File: config.mk
export PLATFORM = sky130hd
export DESIGN_NAME = pwm_tone_decoder
export DESIGN_NICKNAME = d
export VERILOG_FILES = /design/src/rtl/pwm_tone_decoder.sv
export SDC_FILE = /design/constraint.sdc
export NUM_CORES = 1
export LEC_CHECK = 0
export CAP_MARGIN = 10
export CORE_ASPECT_RATIO = 0.7
export CORE_MARGIN = 10
export CORE_UTILIZATION = 58
export DETAILED_ROUTE_END_ITERATION = 8
export PLACE_DENSITY = 0.83
export SLEW_MARGIN = 40
export SYNTH_ARGS = -nofsm -noshare
export SYNTH_HDL_FRONTEND = slang
export SYNTH_SLANG_ARGS = --single-unit
File: constraint.sdc
create_clock -name clk -period 9.9 [get_ports clk]
set_clock_uncertainty 0.05 [all_clocks]
set_input_delay 1.485 -clock clk [delete_from_list [all_inputs] [get_ports clk]]
set_output_delay 1.485 -clock clk [all_outputs]
set_load 0.005 [all_outputs]
File: src/rtl/pwm_tone_decoder.sv
// pwm_tone_decoder: measures tone period/duration and rests on a PWM input.
// Define PWM_TONE_DECODER_GLITCH_FILTER_EN to enable the input glitch filter.
module pwm_tone_decoder #(
  parameter int CLK_FREQ       = 50000000,
  parameter int PERIOD_WIDTH   = 24,
  parameter int DURATION_WIDTH = 32,
  parameter int SILENCE_CYCLES = CLK_FREQ / 20,
  parameter int TOLERANCE      = 4,
  parameter int GLITCH_CYCLES  = 4
) (
  input  logic                      clk,
  input  logic                      reset,
  input  logic                      pwm_in,
  output logic                      evt_valid,
  input  logic                      evt_ready,
  output logic [PERIOD_WIDTH-1:0]   evt_period,
  output logic [DURATION_WIDTH-1:0] evt_duration,
  output logic                      evt_is_rest,
  output logic                      overflow
);

  localparam int PW = PERIOD_WIDTH;
  localparam int DW = DURATION_WIDTH;
  localparam logic [DW-1:0] SIL = DW'(SILENCE_CYCLES);
  localparam logic [PW-1:0] TOL = PW'(TOLERANCE);

  typedef enum logic [1:0] {
    IDLE,
    ACQUIRE,
    TONE
  } state_t;

  logic s1;
  logic s2;
  logic lvl;
  logic lvl_d;
  logic edge_pulse;

  always_ff @(posedge clk or posedge reset) begin
    if (reset) begin
      s1 <= 1'b0;
      s2 <= 1'b0;
    end else begin
      s1 <= pwm_in;
      s2 <= s1;
    end
  end

`ifdef PWM_TONE_DECODER_GLITCH_FILTER_EN
  localparam int GCW = $clog2(GLITCH_CYCLES + 1);

  logic [GCW-1:0] gcnt;
  logic           filt;

  // level is taken only after GLITCH_CYCLES consecutive differing samples
  always_ff @(posedge clk or posedge reset) begin
    if (reset) begin
      filt <= 1'b0;
      gcnt <= '0;
    end else if (s2 == filt) begin
      gcnt <= '0;
    end else if (gcnt == GCW'(GLITCH_CYCLES - 1)) begin
      filt <= s2;
      gcnt <= '0;
    end else begin
      gcnt <= gcnt + GCW'(1);
    end
  end

  assign lvl = filt;
`else
  logic unused_glitch;

  assign unused_glitch = (GLITCH_CYCLES > 0);
  assign lvl = s2;
`endif

  always_ff @(posedge clk or posedge reset) begin
    if (reset) begin
      lvl_d <= 1'b0;
    end else begin
      lvl_d <= lvl;
    end
  end

  assign edge_pulse = lvl & ~lvl_d;

  // gap = cycles since the last edge, so on an edge it equals the period
  logic [DW-1:0] gap;

  always_ff @(posedge clk or posedge reset) begin
    if (reset) begin
      gap <= '0;
    end else if (edge_pulse) begin
      gap <= DW'(1);
    end else if (~&gap) begin
      gap <= gap + DW'(1);
    end
  end

  logic [PW-1:0] meas;
  logic          timeout;

  assign meas    = gap[PW-1:0];
  assign timeout = (gap >= SIL);

  state_t        state_q;
  state_t        state_d;
  logic [PW-1:0] ref_q;
  logic [PW-1:0] ref_d;
  logic [DW-1:0] dur_q;
  logic [DW-1:0] dur_d;
  logic          prior_q;
  logic          prior_d;

  logic [PW-1:0] dev;
  logic [DW:0]   sum;
  logic [DW-1:0] dur_sum;

  assign dev     = (meas >= ref_q) ? meas - ref_q : ref_q - meas;
  assign sum     = {1'b0, dur_q} + {1'b0, DW'(meas)};
  assign dur_sum = sum[DW] ? '1 : sum[DW-1:0];

  logic          emit;
  logic [PW-1:0] emit_period;
  logic [DW-1:0] emit_dur;
  logic          emit_rest;

  always_comb begin
    state_d     = state_q;
    ref_d       = ref_q;
    dur_d       = dur_q;
    prior_d     = prior_q;
    emit        = 1'b0;
    emit_period = '0;
    emit_dur    = '0;
    emit_rest   = 1'b0;
    unique case (state_q)
      IDLE: begin
        if (edge_pulse) begin
          state_d = ACQUIRE;
          if (prior_q && timeout) begin
            emit      = 1'b1;
            emit_dur  = gap;
            emit_rest = 1'b1;
          end
        end
      end
      ACQUIRE: begin
        if (edge_pulse) begin
          ref_d   = meas;
          dur_d   = DW'(meas);
          state_d = TONE;
        end else if (timeout) begin
          state_d = IDLE;
        end
      end
      TONE: begin
        if (edge_pulse) begin
          if (dev <= TOL) begin
            dur_d = dur_sum;
          end else begin
            emit        = 1'b1;
            emit_period = ref_q;
            emit_dur    = dur_q;
            ref_d       = meas;
            dur_d       = DW'(meas);
          end
        end else if (timeout) begin
          emit        = 1'b1;
          emit_period = ref_q;
          emit_dur    = dur_q;
          prior_d     = 1'b1;
          state_d     = IDLE;
        end
      end
      default: begin
        state_d = IDLE;
      end
    endcase
  end

  always_ff @(posedge clk or posedge reset) begin
    if (reset) begin
      state_q <= IDLE;
      ref_q   <= '0;
      dur_q   <= '0;
      prior_q <= 1'b0;
    end else begin
      state_q <= state_d;
      ref_q   <= ref_d;
      dur_q   <= dur_d;
      prior_q <= prior_d;
    end
  end

  // a new event while one is stalled is dropped and flagged
  always_ff @(posedge clk or posedge reset) begin
    if (reset) begin
      evt_valid    <= 1'b0;
      evt_period   <= '0;
      evt_duration <= '0;
      evt_is_rest  <= 1'b0;
      overflow     <= 1'b0;
    end else if (emit) begin
      if (!evt_valid || evt_ready) begin
        evt_valid    <= 1'b1;
        evt_period   <= emit_period;
        evt_duration <= emit_dur;
        evt_is_rest  <= emit_rest;
      end else begin
        overflow <= 1'b1;
      end
    end else if (evt_ready) begin
      evt_valid <= 1'b0;
    end
  end

endmodule
* After elaboration in Yosys (flattened, before gate mapping) *
Cells that the tools add are included.

word-level totals
  register bits after elaboration = 153
  input port bits = 4
  output and inout bits = 59
  word-level logic and storage cells = 84

operators by class
  add/sub/neg operators = 4
  order comparisons = 3
  equality and inequality tests = 9
  mux-type cells = 37
  bitwise operators = 4
  reductions and logical operators = 14

operators by type and width
  cell                   number
  $mux 32                11
  $mux 24                8
  $pmux 32 s2            2
  $pmux 24 s2            1
  $sub 24x24->24         2
  $add 32x24->33         1
  $add 32x1->32 const B  1
  $ge 32x22->1 const B   1
  $reduce_and 32->1      1
  $ge 24x24->1           1
  $le 24x3->1 const B    1
  $ne 2x2->1 const B     6
  $mux 1                 9
  $mux 2                 4
  $reduce_and 2->1       4
  $pmux 2 s3             1
  $reduce_and 3->1       2
  $reduce_and 4->1       1
  $reduce_bool 2->1      2
  $not 1->1              3
  $eq 2x1->1 const B     1
  $eq 2x2->1 const B     1
  $logic_not 2->1        1
  $ne 2x1->1 const B     1
  5 further kinds        5

* Longest topological paths before layout *
Gate-level depths: netlist of the first run.

  depth in word-level cells = 8
  mapped depth = 20
  gate-level depth less buffers = 14

* Least setup slack after synthesis of the first run *
OpenSTA, ideal clock, no wires.

  path type = register to register
  start = register gap[0]
  end = register dur_q[10]
  library setup time = 126 ps
  data arrival time = 3716 ps
  data required time = 9724 ps
  setup slack = 6008 ps
  cell stages (with the launch flop) = 17
  path buffers = 2
  period minus slack after synthesis = 3892 ps
  cells stage by stage = dfrtp_1 ha_1 fa_1 a21o_1 a21oi_1 o21ai_0 a31oi_1 o31ai_1 a31oi_1 a21oi_1 o311a_1 and2_1 nand2_1 buf_2 clkbuf_1 nand2_1 a221o_1

between the ends
  word-level cells in the longest chain between the ends = 6
  elaborated cells on any way between the ends = 10
  classes of those cells = 3 x add/sub; 2 x order compare; 5 x mux

ends and longest elaborated chain
  item                                            RTL line  text
  from (decl)                                     89        logic [DW-1:0] gap;
  from (signal assigned)                          97        gap <= gap + DW'(1);
  $sub 24x24->24 or $ge 24x24->1 (tied branches)  120       assign dev = (meas >= ref_q) ? meas - ref_q : ref_q - meas;
  $mux 24                                         120
  $le 24x3->1                                     160       if (dev <= TOL) begin
  $mux 32 (*)                                     160
  $mux 32 (*)                                     159       if (edge_pulse) begin
  $pmux 32 s2 (*)                                 138       unique case (state_q)
  to (signal assigned)                            192       dur_q <= dur_d;
  to (decl)                                       111       logic [DW-1:0] dur_q;

Every way passes the cells marked *; elsewhere a longest branch is shown, timed or not. The select of a mux whose other input is x is not followed.
A chain may end at the register's enable or synchronous reset.

* Worst setup path in the final report of the first run *
  start = register gap[3]
  end = register dur_q[21]

Same word-level chain as after synthesis.

==> results.txt, run 1 <==
----------------------------------------------------
[Status]
  Run status ... completed

[Floorplan]
  Area enclosed by the die boundary ... 24410 µm²
  Chip width ... 182.5 µm
  Starting density of the core ... 59.37%
  Height of the die ... 133.7 µm
  Standard-cell rows ... 41
  Core area ... 18060 µm²
  Total I/O pin count ... 63

[CTS]
  Clk buf depth ... 2
  Post CTS Setup Buffer Count ... 0
  CTS clock-pin slew for the worst setup and hold paths ... 0.06 ns
  Later-pin clock latency in the skew report ... 0.44 ns
  CTS tree ... yes
  Number of buffers added by the clock tree synthesis step ... 17
  Root buffer cell ... sky130_fd_sc_hd__clkbuf_16
  Number of buffers inserted for hold repair after clock tree synthesis ... 0
  Number of resized instances in the post-cts repair step ... 0
  CTS HTree Levels ... 4
  Number of clock sinks ... 153

[Route]
  Number of optimization iterations in the first detailed-route pass ... 6
  Total via count after detailed routing ... 9554
  Remaining DRCs ... 0
  DRT iter0 DRCs ... 1357
  Antenna viol nets, final ... 0
  Routed length per placed instance ... 22.24 µm
  Via density ... 6.566
  Total length of routed wires ... 32.36 mm

[Pwr]
  Power Density ... 229.6 nW/µm²
  Worst ir drop on vdd ... 0.1465 mV
  Leakage dissipation ... 5.612 nW
  Total power after layout ... 2.754 mW

[Synth]
  Proportion of register bits with asynchronous set or reset after synthesis ... 100.0%
  Dominant cells by area after synthesis ... sky130_fd_sc_hd__dfrtp_1 (36%), sky130_fd_sc_hd__ha_1 (8.5%), sky130_fd_sc_hd__inv_1 (4.4%), sky130_fd_sc_hd__a21oi_1 (4.4%), sky130_fd_sc_hd__o221ai_2 (4.3%)
  Nets in the synthesized netlist ... 1255
  Count of flip-flops with a built-in enable after synthesis ... 0
  Flip-flop and latch count after synthesis ... 153
  Area share of the leading cell type in the synthesized netlist ... 35.71%
  Most used flip-flop cell after synthesis ... sky130_fd_sc_hd__dfrtp_1
  Netlist cell types ... 77
  Cell type contributing the most total cell area after synthesis ... sky130_fd_sc_hd__dfrtp_1
  Top-count cell post-synth ... sky130_fd_sc_hd__dfrtp_1
  Combined area of all synthesized cells ... 10720 µm²
  Mean instance size in the synthesized netlist ... 9.108 µm²
  Gate count of the mapped netlist ... 1177
  Sequential fraction of the synthesis area ... 35.71%
  Most common library cells after synthesis ... sky130_fd_sc_hd__dfrtp_1 (153), sky130_fd_sc_hd__inv_1 (127), sky130_fd_sc_hd__nand2_1 (107), sky130_fd_sc_hd__a21oi_1 (94), sky130_fd_sc_hd__ha_1 (73)
  Total of warnings raised by yosys ... 0

[Worst hold path]
  Hold Path Depth ... 0
  Worst Hold Path EP ... lvl$_DFF_PP0_
  Worst hold path type ... flop to flop
  Source of the worst hold timing path ... s1$_DFF_PP0_

[STA]
  Total of endpoints with negative setup slack in the final report ... 0
  Final Hold Viols ... 0
  Worst-case headroom to the max-slew limit ... 44.21%
  Final worst setup slack ... 4.529 ns
  Final worst path period need ... 5.371 ns
  Worst Tran Pin Value ... 0.8337 ns
  Maximum achievable frequency ... 186.2 MHz
  Number of max-slew violations in the final report ... 0
  Final Cycle Share ... 54.25%
  RSZ-0062 raised after global routing ... false
  Final setup TNS ... 0 ns
  Worst hold slack after final layout ... 0.3090 ns

[Setup path]
  Type of the setup path with the least slack ... flop to flop
  Crit path DAT ... 5.69 ns
  Critical Path Fanout Max ... 22
  Depth of the most critical reg-to-reg path ... 15
  Reg2reg start ... gap[3]$_DFFE_PP0P_
  Type of element capturing the critical path ... flop
  WP data required ... 10.22 ns
  Nature of the critical path startpoint ... flop
  Capture instance of the worst register-to-register path ... dur_q[21]$_DFFE_PP0P_
  Worst reg-to-reg setup slack ... 4.53 ns

[Global route]
  Overflow after GRT ... 0
  Vias in the first global route ... 9187
  Pin count of the biggest net entering global routing ... 89
  Antenna violations before repair ... 0
  Total Routing Usage GR ... 26.22%
  Wire length of the first global-routing pass ... 51.79 mm

[Run]
  Max-capacitance violation count ... 0

[Place]
  Pre-CTS setup slack ... 4.411 ns
  Half-perimeter wire length after detailed placement ... 23.41 mm
  Number of buffer cells added on primary ports ... 62
  Final weighted congestion in routability-driven placement ... 1.017

[Finish]
  Fraction of final layout cells with drive strength greater than 1 ... 8.532%
  Filler instances ... 1444
  Synthesis-to-finish area growth ... 11.89%
  Net count of the finished layout ... 1286
  Antenna Cells ... 0

----------------------------------------------------
-- kinds of logic (layout without fill, tap and decap cells) --
family                     count (synthesis)  after routing  share of synthesized area, %
and+or+nand+nor                          319            319                         14.53
buffers and inverters                    185            227                         7.773
DFF                                      153            153                         35.71
xor gates and xnor gates                  69             69                         5.637
adders and majority gates                 74             74                         8.707
muxes                                      8              8                        0.7587
AOI/OAI and AO/OA                        369            369                         26.88
-- how the worst max path moves through the flow --
| stage | start | endpoint | cells past startpoint |
|---|---|---|---|
| after floorplan | reset | dur_q[0]$_DFFE_PP0P_ | 1 |
| after global placement | gap[3]$_DFFE_PP0P_ | dur_q[21]$_DFFE_PP0P_ | 15 |
| final | gap[3]$_DFFE_PP0P_ | dur_q[21]$_DFFE_PP0P_ | 15 |
| after global routing | gap[11]$_DFFE_PP0P_ | dur_q[22]$_DFFE_PP0P_ | 15 |
| after detailed placement | gap[13]$_DFFE_PP0P_ | dur_q[21]$_DFFE_PP0P_ | 15 |
| after CTS | gap[13]$_DFFE_PP0P_ | dur_q[21]$_DFFE_PP0P_ | 15 |
-- flip-flops by register name, summed over array words and instances (netlist names) --
register,flops
dur_q,32
evt_duration,32
evt_is_rest,1
evt_period,24
evt_valid,1
gap,32
lvl,1
lvl_d,1
overflow,1
prior_q,1
ref_q,24
s1,1
state_q,2
-- report_power, final --
part	switching (mW)	internal, mW	total [mW]
clock	0.277	0.402	0.679
combinational	0.801	0.554	1.35
sequential	0.0527	0.668	0.720
-- per-stage QoR --
step                util, %  instances  instance area (µm²)
finish                66.43       1455                12000
global route          66.43       1455                12000
CTS                   66.19       1454                11950
detailed placement    62.92       1424                11360
global placement      62.86       1424                11350
floorplan                 -       1177                10720
-- cell usage in the layout (no fill, tap or decap), types with 35 or more instances in the layout --
cell                              count
sky130_fd_sc_hd__dfrtp_1            153
sky130_fd_sc_hd__nor2_1              69
sky130_fd_sc_hd__nand2_1            105
sky130_fd_sc_hd__a21o_1              50
sky130_fd_sc_hd__xnor2_1             46
sky130_fd_sc_hd__a21oi_1             94
sky130_fd_sc_hd__inv_1              126
sky130_fd_sc_hd__nand3_1             35
sky130_fd_sc_hd__clkdlybuf4s50_1     62
sky130_fd_sc_hd__ha_1                73
sky130_fd_sc_hd__o21ai_0             38
-- routing by layer --
| layer | vias up | part of all wire (%) | wire length, µm | global-route usage, % |
|---|---|---|---|---|
| li1 | 4255 | - | - | - |
| met1 | 4597 | 44 | 14210 | 37.17 |
| met2 | 622 | 42 | 13700 | 38.43 |
| met3 | 80 | 11 | 3574 | 6.034 |
| met4 | 0 | 2.7 | 884 | 8.562 |
| met5 | - | 0 | 0 | 0 |
-- critical path: stages (launching register included) --
cell                       delay (ns)
sky130_fd_sc_hd__dfrtp_1         0.53
sky130_fd_sc_hd__inv_1           0.15
sky130_fd_sc_hd__ha_1            0.44
sky130_fd_sc_hd__a21o_1          0.25
sky130_fd_sc_hd__a31oi_4         0.24
sky130_fd_sc_hd__or2_4           0.17
sky130_fd_sc_hd__a31oi_4         0.12
sky130_fd_sc_hd__nor2_2          0.62
sky130_fd_sc_hd__mux2i_1         0.49
sky130_fd_sc_hd__xnor2_1         0.20
sky130_fd_sc_hd__nand3_1         0.20
sky130_fd_sc_hd__or4_4           0.60
sky130_fd_sc_hd__nor2_4          0.48
sky130_fd_sc_hd__buf_4           0.38
sky130_fd_sc_hd__a21boi_0        0.22
sky130_fd_sc_hd__a221o_1         0.14
-- final cells by class --
type | count | area, µm² | area share [%]
tap | 236 | 295.3 | 2.462
multi-input combinational | 839 | 6088 | 50.76
sequential | 153 | 3829 | 31.92
clock inverter | 10 | 143.9 | 1.200
clock buffer | 20 | 446.7 | 3.724
timing repair buffer | 70 | 708.2 | 5.904
inverter | 127 | 484.2 | 4.037
Note: power is estimated with default switching activity, not from simulation.
==> run 2, diff against run 1 <==
- CORE_UTILIZATION: 58 -> 55
- PLACE_DENSITY: 0.83 -> 0.82
- clock period: 9.9 -> 4.8 ns (I/O delays scaled with it)
==> run 2 against run 1 <==
  * Sequential share of layout area shrank 1.2 points
  * Non-clock buffer count grew 50
  * Global-route usage shrank 0.63 points
==> results.txt, run 2 (synthesis gave the netlist of run 1 again) <==
----------------------------------------------------
[Floorplan]
  Height of the die ... 136.8 µm
  Area enclosed by the die boundary ... 25560 µm²
  Total I/O pin count ... 63
  Core area ... 19020 µm²
  Chip width ... 186.9 µm
  Standard-cell rows ... 42
  Starting density of the core ... 56.35%

[CTS]
  CTS HTree Levels ... 4
  CTS tree ... yes
  Number of clock sinks ... 153
  Post CTS Setup Buffer Count ... 0
  Clk buf depth ... 2
  Later-pin clock latency in the skew report ... 0.43 ns
  Root buffer cell ... sky130_fd_sc_hd__clkbuf_16
  Number of buffers added by the clock tree synthesis step ... 17
  CTS clock-pin slew for the worst setup and hold paths ... 0.07 ns

[Global route]
  Total Routing Usage GR ... 25.59%
  Met1 usage ... 35.95%
  Overflow after GRT ... 0
  Pin count of the biggest net entering global routing ... 116
  Global route hottest layer ... met2
  Wire length of the first global-routing pass ... 52.53 mm
  Met3 capacity usage during global routing ... 6.482%
  Met2 track utilization from global routing ... 38.99%
  Vias in the first global route ... 9205
  Antenna violations before repair ... 0

[Setup path]
  Cell Chain, Critical Path ... inv_1 > ha_1 > buf_4 > nand4_1 > or3_1 > a41oi_1 > a21boi_0 > xnor2_1 > a31oi_1 > a2111oi_1 > and3_2 > a21o_2 > a21oi_1 > a221o_1
  Type of element capturing the critical path ... flop
  Crit path buffers/inverters ... 2
  Capture instance of the worst register-to-register path ... dur_q[18]$_DFFE_PP0P_
  Family with the most delay on the worst path ... compound AO/OA/AOI/OAI gates
  Depth of the most critical reg-to-reg path ... 14
  Nature of the critical path startpoint ... flop
  WP data required ... 5.07 ns
  Maximum single-stage delay on the critical path ... 0.54 ns
  Beginning of the critical path ... gap[14]$_DFFE_PP0P_
  CP Depth ... 14
  Worst setup endpoint ... dur_q[18]$_DFFE_PP0P_
  Type of the setup path with the least slack ... flop to flop
  Crit-path slowest cell ... sky130_fd_sc_hd__dfrtp_1
  Critical Path Fanout Max ... 11
  Crit path DAT ... 4.88 ns
  Worst reg-to-reg setup slack ... 0.18 ns
  Reg2reg start ... gap[14]$_DFFE_PP0P_

[Place]
  Half-perimeter wire length after detailed placement ... 24.68 mm
  Final weighted congestion in routability-driven placement ... 1.018
  Area post-placement ... 11830 µm²
  Number of buffer cells added on primary ports ... 62
  Placed cell count ... 1501

[Route]
  Total length of routed wires ... 33.32 mm
  Via density ... 6.266
  Routed length per placed instance ... 21.69 µm
  Total via count after detailed routing ... 9625
  Number of optimization iterations in the first detailed-route pass ... 8
  Antenna viol nets, final ... 0
  Remaining DRCs ... 0
  DRT iter0 DRCs ... 1022

[Finish]
  Top flop regs ... dur_q (32), evt_duration (32), gap (32)
  Final standard cell utilization of the core ... 65.46%
  Net count of the finished layout ... 1337
  Most common cell after layout, fill and taps aside ... sky130_fd_sc_hd__dfrtp_1
  Commonest non-fill, non-tap cells in the layout ... sky130_fd_sc_hd__dfrtp_1 (153), sky130_fd_sc_hd__inv_1 (126), sky130_fd_sc_hd__nand2_1 (106)
  Fraction of final layout cells with drive strength greater than 1 ... 12.42%
  Synthesis-to-finish area growth ... 16.15%
  Finished layout cell area ... 12450 µm²
  Antenna Cells ... 0
  Non-filler cells in the finished layout ... 1536

[STA]
  Number of max-slew violations in the final report ... 0
  Worst Tran Pin Value ... 0.6939 ns
  Worst-case headroom to the max-slew limit ... 53.15%
  RSZ-0062 raised after global routing ... false
  Final Hold Viols ... 0
  Final worst path period need ... 4.617 ns
  Maximum achievable frequency ... 216.6 MHz
  Final setup TNS ... 0 ns
  Final Cycle Share ... 96.18%
  Total of endpoints with negative setup slack in the final report ... 0

[Pwr]
  Leakage dissipation ... 5.864 nW
  Worst ir drop on vdd ... 0.3018 mV
  Power Density ... 454.6 nW/µm²

[Status]
  Run status ... completed

[Worst hold path]
  Worst hold path type ... flop to flop
  Source of the worst hold timing path ... s1$_DFF_PP0_

[Run]
  Max-capacitance violation count ... 0

----------------------------------------------------
## run 2: cell types whose count changed in the layout (fill, tap and decap cells not counted), sizes merged
cell / delta
a21o: +1
clkbuf: -1
clkinv: +4
buf: +50
clkinvlp: +2
bufinv: -3
## run 2: layout make-up
class / count / area, µm²
Clock buffer: 19 / 432.9
Clock inverter: 13 / 97.59
Fill cell: 1508 / 6571
Inverter: 127 / 480.5
Multi-Input combinational cell: 840 / 6118
Sequential cell: 153 / 3829
Tap cell: 264 / 330.3
Timing Repair Buffer: 120 / 1164
## run 2: repair_timing
action,in CTS,in global routing
resized for setup,0,6
hold endpoints to repair,0,0
endpoints found under the setup margin,0,95
hold buffers,0,0
## run 2: power by group
part	leakage, nW	total (mW)	switching [mW]	internal, mW
clock	0.250	1.24	0.579	0.664
combinational	3.51	2.95	1.70	1.25
sequential	2.11	1.47	0.0908	1.38
total	5.86	5.66	2.37	3.29
## run 2: how the worst min path moves through the flow
| stage | endpoint | slack [ns] | depth (start not counted) |
|---|---|---|---|
| finish | lvl$_DFF_PP0_ | 0.32 | 0 |
| global route | lvl$_DFF_PP0_ | 0.33 | 0 |
| CTS | lvl$_DFF_PP0_ | 0.31 | 0 |
| detailed placement | lvl$_DFF_PP0_ | 0.30 | 0 |
| global placement | lvl$_DFF_PP0_ | 0.28 | 0 |
| floorplan | lvl$_DFF_PP0_ | 0.28 | 0 |
## run 2: routing by layer
| metal | wire [µm] | up-vias |
|---|---|---|
| li1 | - | 4355 |
| met1 | 14990 | 4672 |
| met2 | 14500 | 535 |
| met3 | 3233 | 63 |
| met4 | 600 | 0 |
| met5 | 0 | - |
## run 2: per-stage QoR
stage                     total power [mW]  hold WS, ns  setup slack [ns]
after floorplan                      3.624       0.2812            0.9081
after global routing                 5.950       0.3273           0.03060
after CTS                            5.521       0.3141           0.02244
final                                5.660       0.3157            0.1835
after detailed placement             4.280       0.2998           0.06484
after global placement               4.257       0.2824            0.2171
==> run 3, diff against run 2 <==
- CELL_PAD_IN_SITES_DETAIL_PLACEMENT: default -> 1
- CELL_PAD_IN_SITES_GLOBAL_PLACEMENT: default -> 1
- CORE_UTILIZATION: 55 -> 43
- PLACE_DENSITY: 0.82 -> 0.83
==> run 3 against run 2 <==
  * Global-route usage decreased by 2.2 points
  * Fmax grew 0.29%
  * Total power rose by 8.4%
  * First-iteration DRC count decreased by 14%
  * Combinational power is 6.8% higher
  * Clock power is 23% higher
  * Cell count up 3.6%
  * Critical endpoint is now evt_duration[17]$_DFFE_PP0P_
==> results.txt, run 3 (synthesis gave the netlist of run 1 again) <==
----------------------------------------------------
[Global route]
  Antenna violations before repair ... 1
  Overflow after GRT ... 0
  Vias in the first global route ... 10238
  Total Routing Usage GR ... 23.35%
  Wire length of the first global-routing pass ... 59.64 mm
  Pin count of the biggest net entering global routing ... 76

[CTS]
  Number of clock sinks ... 153
  Later-pin clock latency in the skew report ... 0.45 ns
  CTS clock-pin slew for the worst setup and hold paths ... 0.07 ns
  CTS HTree Levels ... 4
  CTS tree ... yes
  Clk buf depth ... 2
  Number of buffers added by the clock tree synthesis step ... 17
  Root buffer cell ... sky130_fd_sc_hd__clkbuf_16

[Place]
  Pre-CTS setup slack ... 0.03302 ns
  Number of buffer cells added on primary ports ... 62
  Area post-placement ... 11950 µm²
  Placed cell count ... 1556
  Final weighted congestion in routability-driven placement ... 0.9381
  Half-perimeter wire length after detailed placement ... 28.25 mm

[Setup path]
  Family with the most delay on the worst path ... compound AO/OA/AOI/OAI gates
  Crit-path slowest cell ... sky130_fd_sc_hd__a2111oi_1
  Capture instance of the worst register-to-register path ... evt_duration[17]$_DFFE_PP0P_
  Worst reg-to-reg setup slack ... 0.20 ns
  Type of element capturing the critical path ... flop
  Maximum single-stage delay on the critical path ... 0.59 ns
  Crit path buffers/inverters ... 2
  WP data required ... 5.11 ns
  Type of the setup path with the least slack ... flop to flop
  Cell Chain, Critical Path ... inv_1 > ha_1 > and2b_1 > nor2_1 > o21ai_2 > a211oi_4 > a21boi_0 > xnor2_1 > a31oi_1 > a2111oi_1 > and3_2 > a21o_4 > a31oi_4 > buf_12 > o221ai_1
  Reg2reg start ... gap[1]$_DFFE_PP0P_
  Critical Path Fanout Max ... 32
  Nature of the critical path startpoint ... flop
  Depth of the most critical reg-to-reg path ... 15
  Crit path DAT ... 4.91 ns

[STA]
  Final Hold Viols ... 0
  Worst-case headroom to the max-slew limit ... 51.70%
  Final Cycle Share ... 95.90%
  Worst hold slack after final layout ... 0.3097 ns
  Final setup TNS ... 0 ns
  Final worst path period need ... 4.603 ns
  Final worst setup slack ... 0.1969 ns
  Total of endpoints with negative setup slack in the final report ... 0
  Number of max-slew violations in the final report ... 0
  Maximum achievable frequency ... 217.2 MHz
  Worst Tran Pin Value ... 0.7237 ns

[Finish]
  Commonest non-fill, non-tap cells in the layout ... sky130_fd_sc_hd__dfrtp_1 (152), sky130_fd_sc_hd__inv_1 (126), sky130_fd_sc_hd__nand2_1 (106)
  Top flop regs ... dur_q (32), evt_duration (32), gap (32)
  Area of all sequential standard cells ... 3830 µm²
  Multi-input combinational cell area ... 6135 µm²
  Filler instances ... 2815
  Net count of the finished layout ... 1332
  Final standard cell utilization of the core ... 51.48%
  Non-filler cells in the finished layout ... 1592
  Finished layout cell area ... 12680 µm²
  Synthesis-to-finish area growth ... 18.24%
  Most common cell after layout, fill and taps aside ... sky130_fd_sc_hd__dfrtp_1
  Fraction of final layout cells with drive strength greater than 1 ... 12.47%
  Antenna Cells ... 0

[Floorplan]
  Chip width ... 208.7 µm
  Area enclosed by the die boundary ... 31750 µm²
  Height of the die ... 152.1 µm
  Starting density of the core ... 43.54%
  Standard-cell rows ... 48
  Total I/O pin count ... 63
  Core area ... 24620 µm²

[Pwr]
  Switching component of the power ... 2.528 mW
  Power Density ... 484.1 nW/µm²
  Internal Power ... 3.608 mW
  Sequential share of power ... 24.0%
  Part of the total power dissipated in combinational logic ... 51.3%
  Leakage dissipation ... 5.917 nW
  Sw Share ... 41.20%
  Worst ir drop on vdd ... 0.3702 mV
  Clock power frac ... 24.7%
  Total power after layout ... 6.136 mW

[Worst hold path]
  Hold Path Depth ... 0
  Worst Hold Path EP ... lvl$_DFF_PP0_
  Source of the worst hold timing path ... s1$_DFF_PP0_
  Worst hold path type ... flop to flop

[Route]
  Number of optimization iterations in the first detailed-route pass ... 5
  Total via count after detailed routing ... 9729
  Total length of routed wires ... 37.76 mm
  DRT iter0 DRCs ... 880
  Via density ... 6.111
  Remaining DRCs ... 0
  Antenna viol nets, final ... 0
  Routed length per placed instance ... 23.72 µm

[Run]
  Max-capacitance violation count ... 0

[Status]
  Run status ... completed

----------------------------------------------------
-- run 3: changes by cell type in the layout (fill, tap and decap cells not counted), moves of 2 or more --
cell	previous run	this run
sky130_fd_sc_hd__buf_4	50	42
sky130_fd_sc_hd__clkbuf_8	0	3
sky130_fd_sc_hd__clkinvlp_4	5	3
sky130_fd_sc_hd__ha_1	72	70
sky130_fd_sc_hd__clkinv_2	3	1
sky130_fd_sc_hd__buf_12	7	11
sky130_fd_sc_hd__inv_6	3	0
sky130_fd_sc_hd__bufinv_16	0	4
sky130_fd_sc_hd__ha_2	1	3
-- run 3: layout make-up --
cell class              count  share of cell area [%]
repair buffers            116                   9.338
well taps                 325                   3.208
clock inverters            10                   1.313
clock buffers              22                   3.741
multi-input cells         839                   48.40
flip-flops and latches    153                   30.21
inverters                 127                   3.790
-- run 3: worst max path at each step --
stage,start,slack [ns],end,cells past startpoint
after CTS,gap[1]$_DFFE_PP0P_,0.02,dur_q[30]$_DFFE_PP0P_,15
after global placement,gap[1]$_DFFE_PP0P_,0.16,dur_q[21]$_DFFE_PP0P_,15
after global routing,gap[1]$_DFFE_PP0P_,-0.006,dur_q[30]$_DFFE_PP0P_,15
after detailed placement,gap[11]$_DFFE_PP0P_,0.03,dur_q[1]$_DFFE_PP0P_,15
after floorplan,gap[0]$_DFFE_PP0P_,0.91,dur_q[10]$_DFFE_PP0P_,16
final,gap[1]$_DFFE_PP0P_,0.20,evt_duration[17]$_DFFE_PP0P_,15
-- run 3: power groups by stage --
| stage | clock network (mW) | logic (mW) | registers (mW) |
|---|---|---|---|
| floorplan | 0 | 2.15 | 1.47 |
| global placement | 0 | 2.84 | 1.49 |
| detailed placement | 0 | 2.89 | 1.49 |
| CTS | 1.53 | 2.93 | 1.47 |
| global route | 1.59 | 3.38 | 1.48 |
| finish | 1.52 | 3.15 | 1.47 |
-- run 3: worst register-to-register path: stages (launching register included) --
cell	delay [ns]
sky130_fd_sc_hd__dfrtp_1	0.50
sky130_fd_sc_hd__inv_1	0.16
sky130_fd_sc_hd__ha_1	0.38
sky130_fd_sc_hd__and2b_1	0.22
sky130_fd_sc_hd__nor2_1	0.19
sky130_fd_sc_hd__o21ai_2	0.17
sky130_fd_sc_hd__a211oi_4	0.45
sky130_fd_sc_hd__a21boi_0	0.25
sky130_fd_sc_hd__xnor2_1	0.25
sky130_fd_sc_hd__a31oi_1	0.13
sky130_fd_sc_hd__a2111oi_1	0.59
sky130_fd_sc_hd__and3_2	0.33
sky130_fd_sc_hd__a21o_4	0.25
sky130_fd_sc_hd__a31oi_4	0.12
sky130_fd_sc_hd__buf_12	0.21
sky130_fd_sc_hd__o221ai_1	0.26
-- run 3: metal layers --
layer / vias up / wire [µm] / track usage, %
met4: 2 / 898 / 7.140
met3: 59 / 2654 / 5.857
met5: - / 13 / 0
met1: 4981 / 17200 / 31.11
met2: 356 / 17000 / 36.42
li1: 4331 / - / -
-- run 3: timing repair --
item | CTS | global route
setup endpoints to repair | 3 | 111
gates cloned | 0 | 0
gates resized for setup | 1 | 11
hold buffers | 0 | 0
pin swaps | 0 | 2
setup buffers | 0 | 4
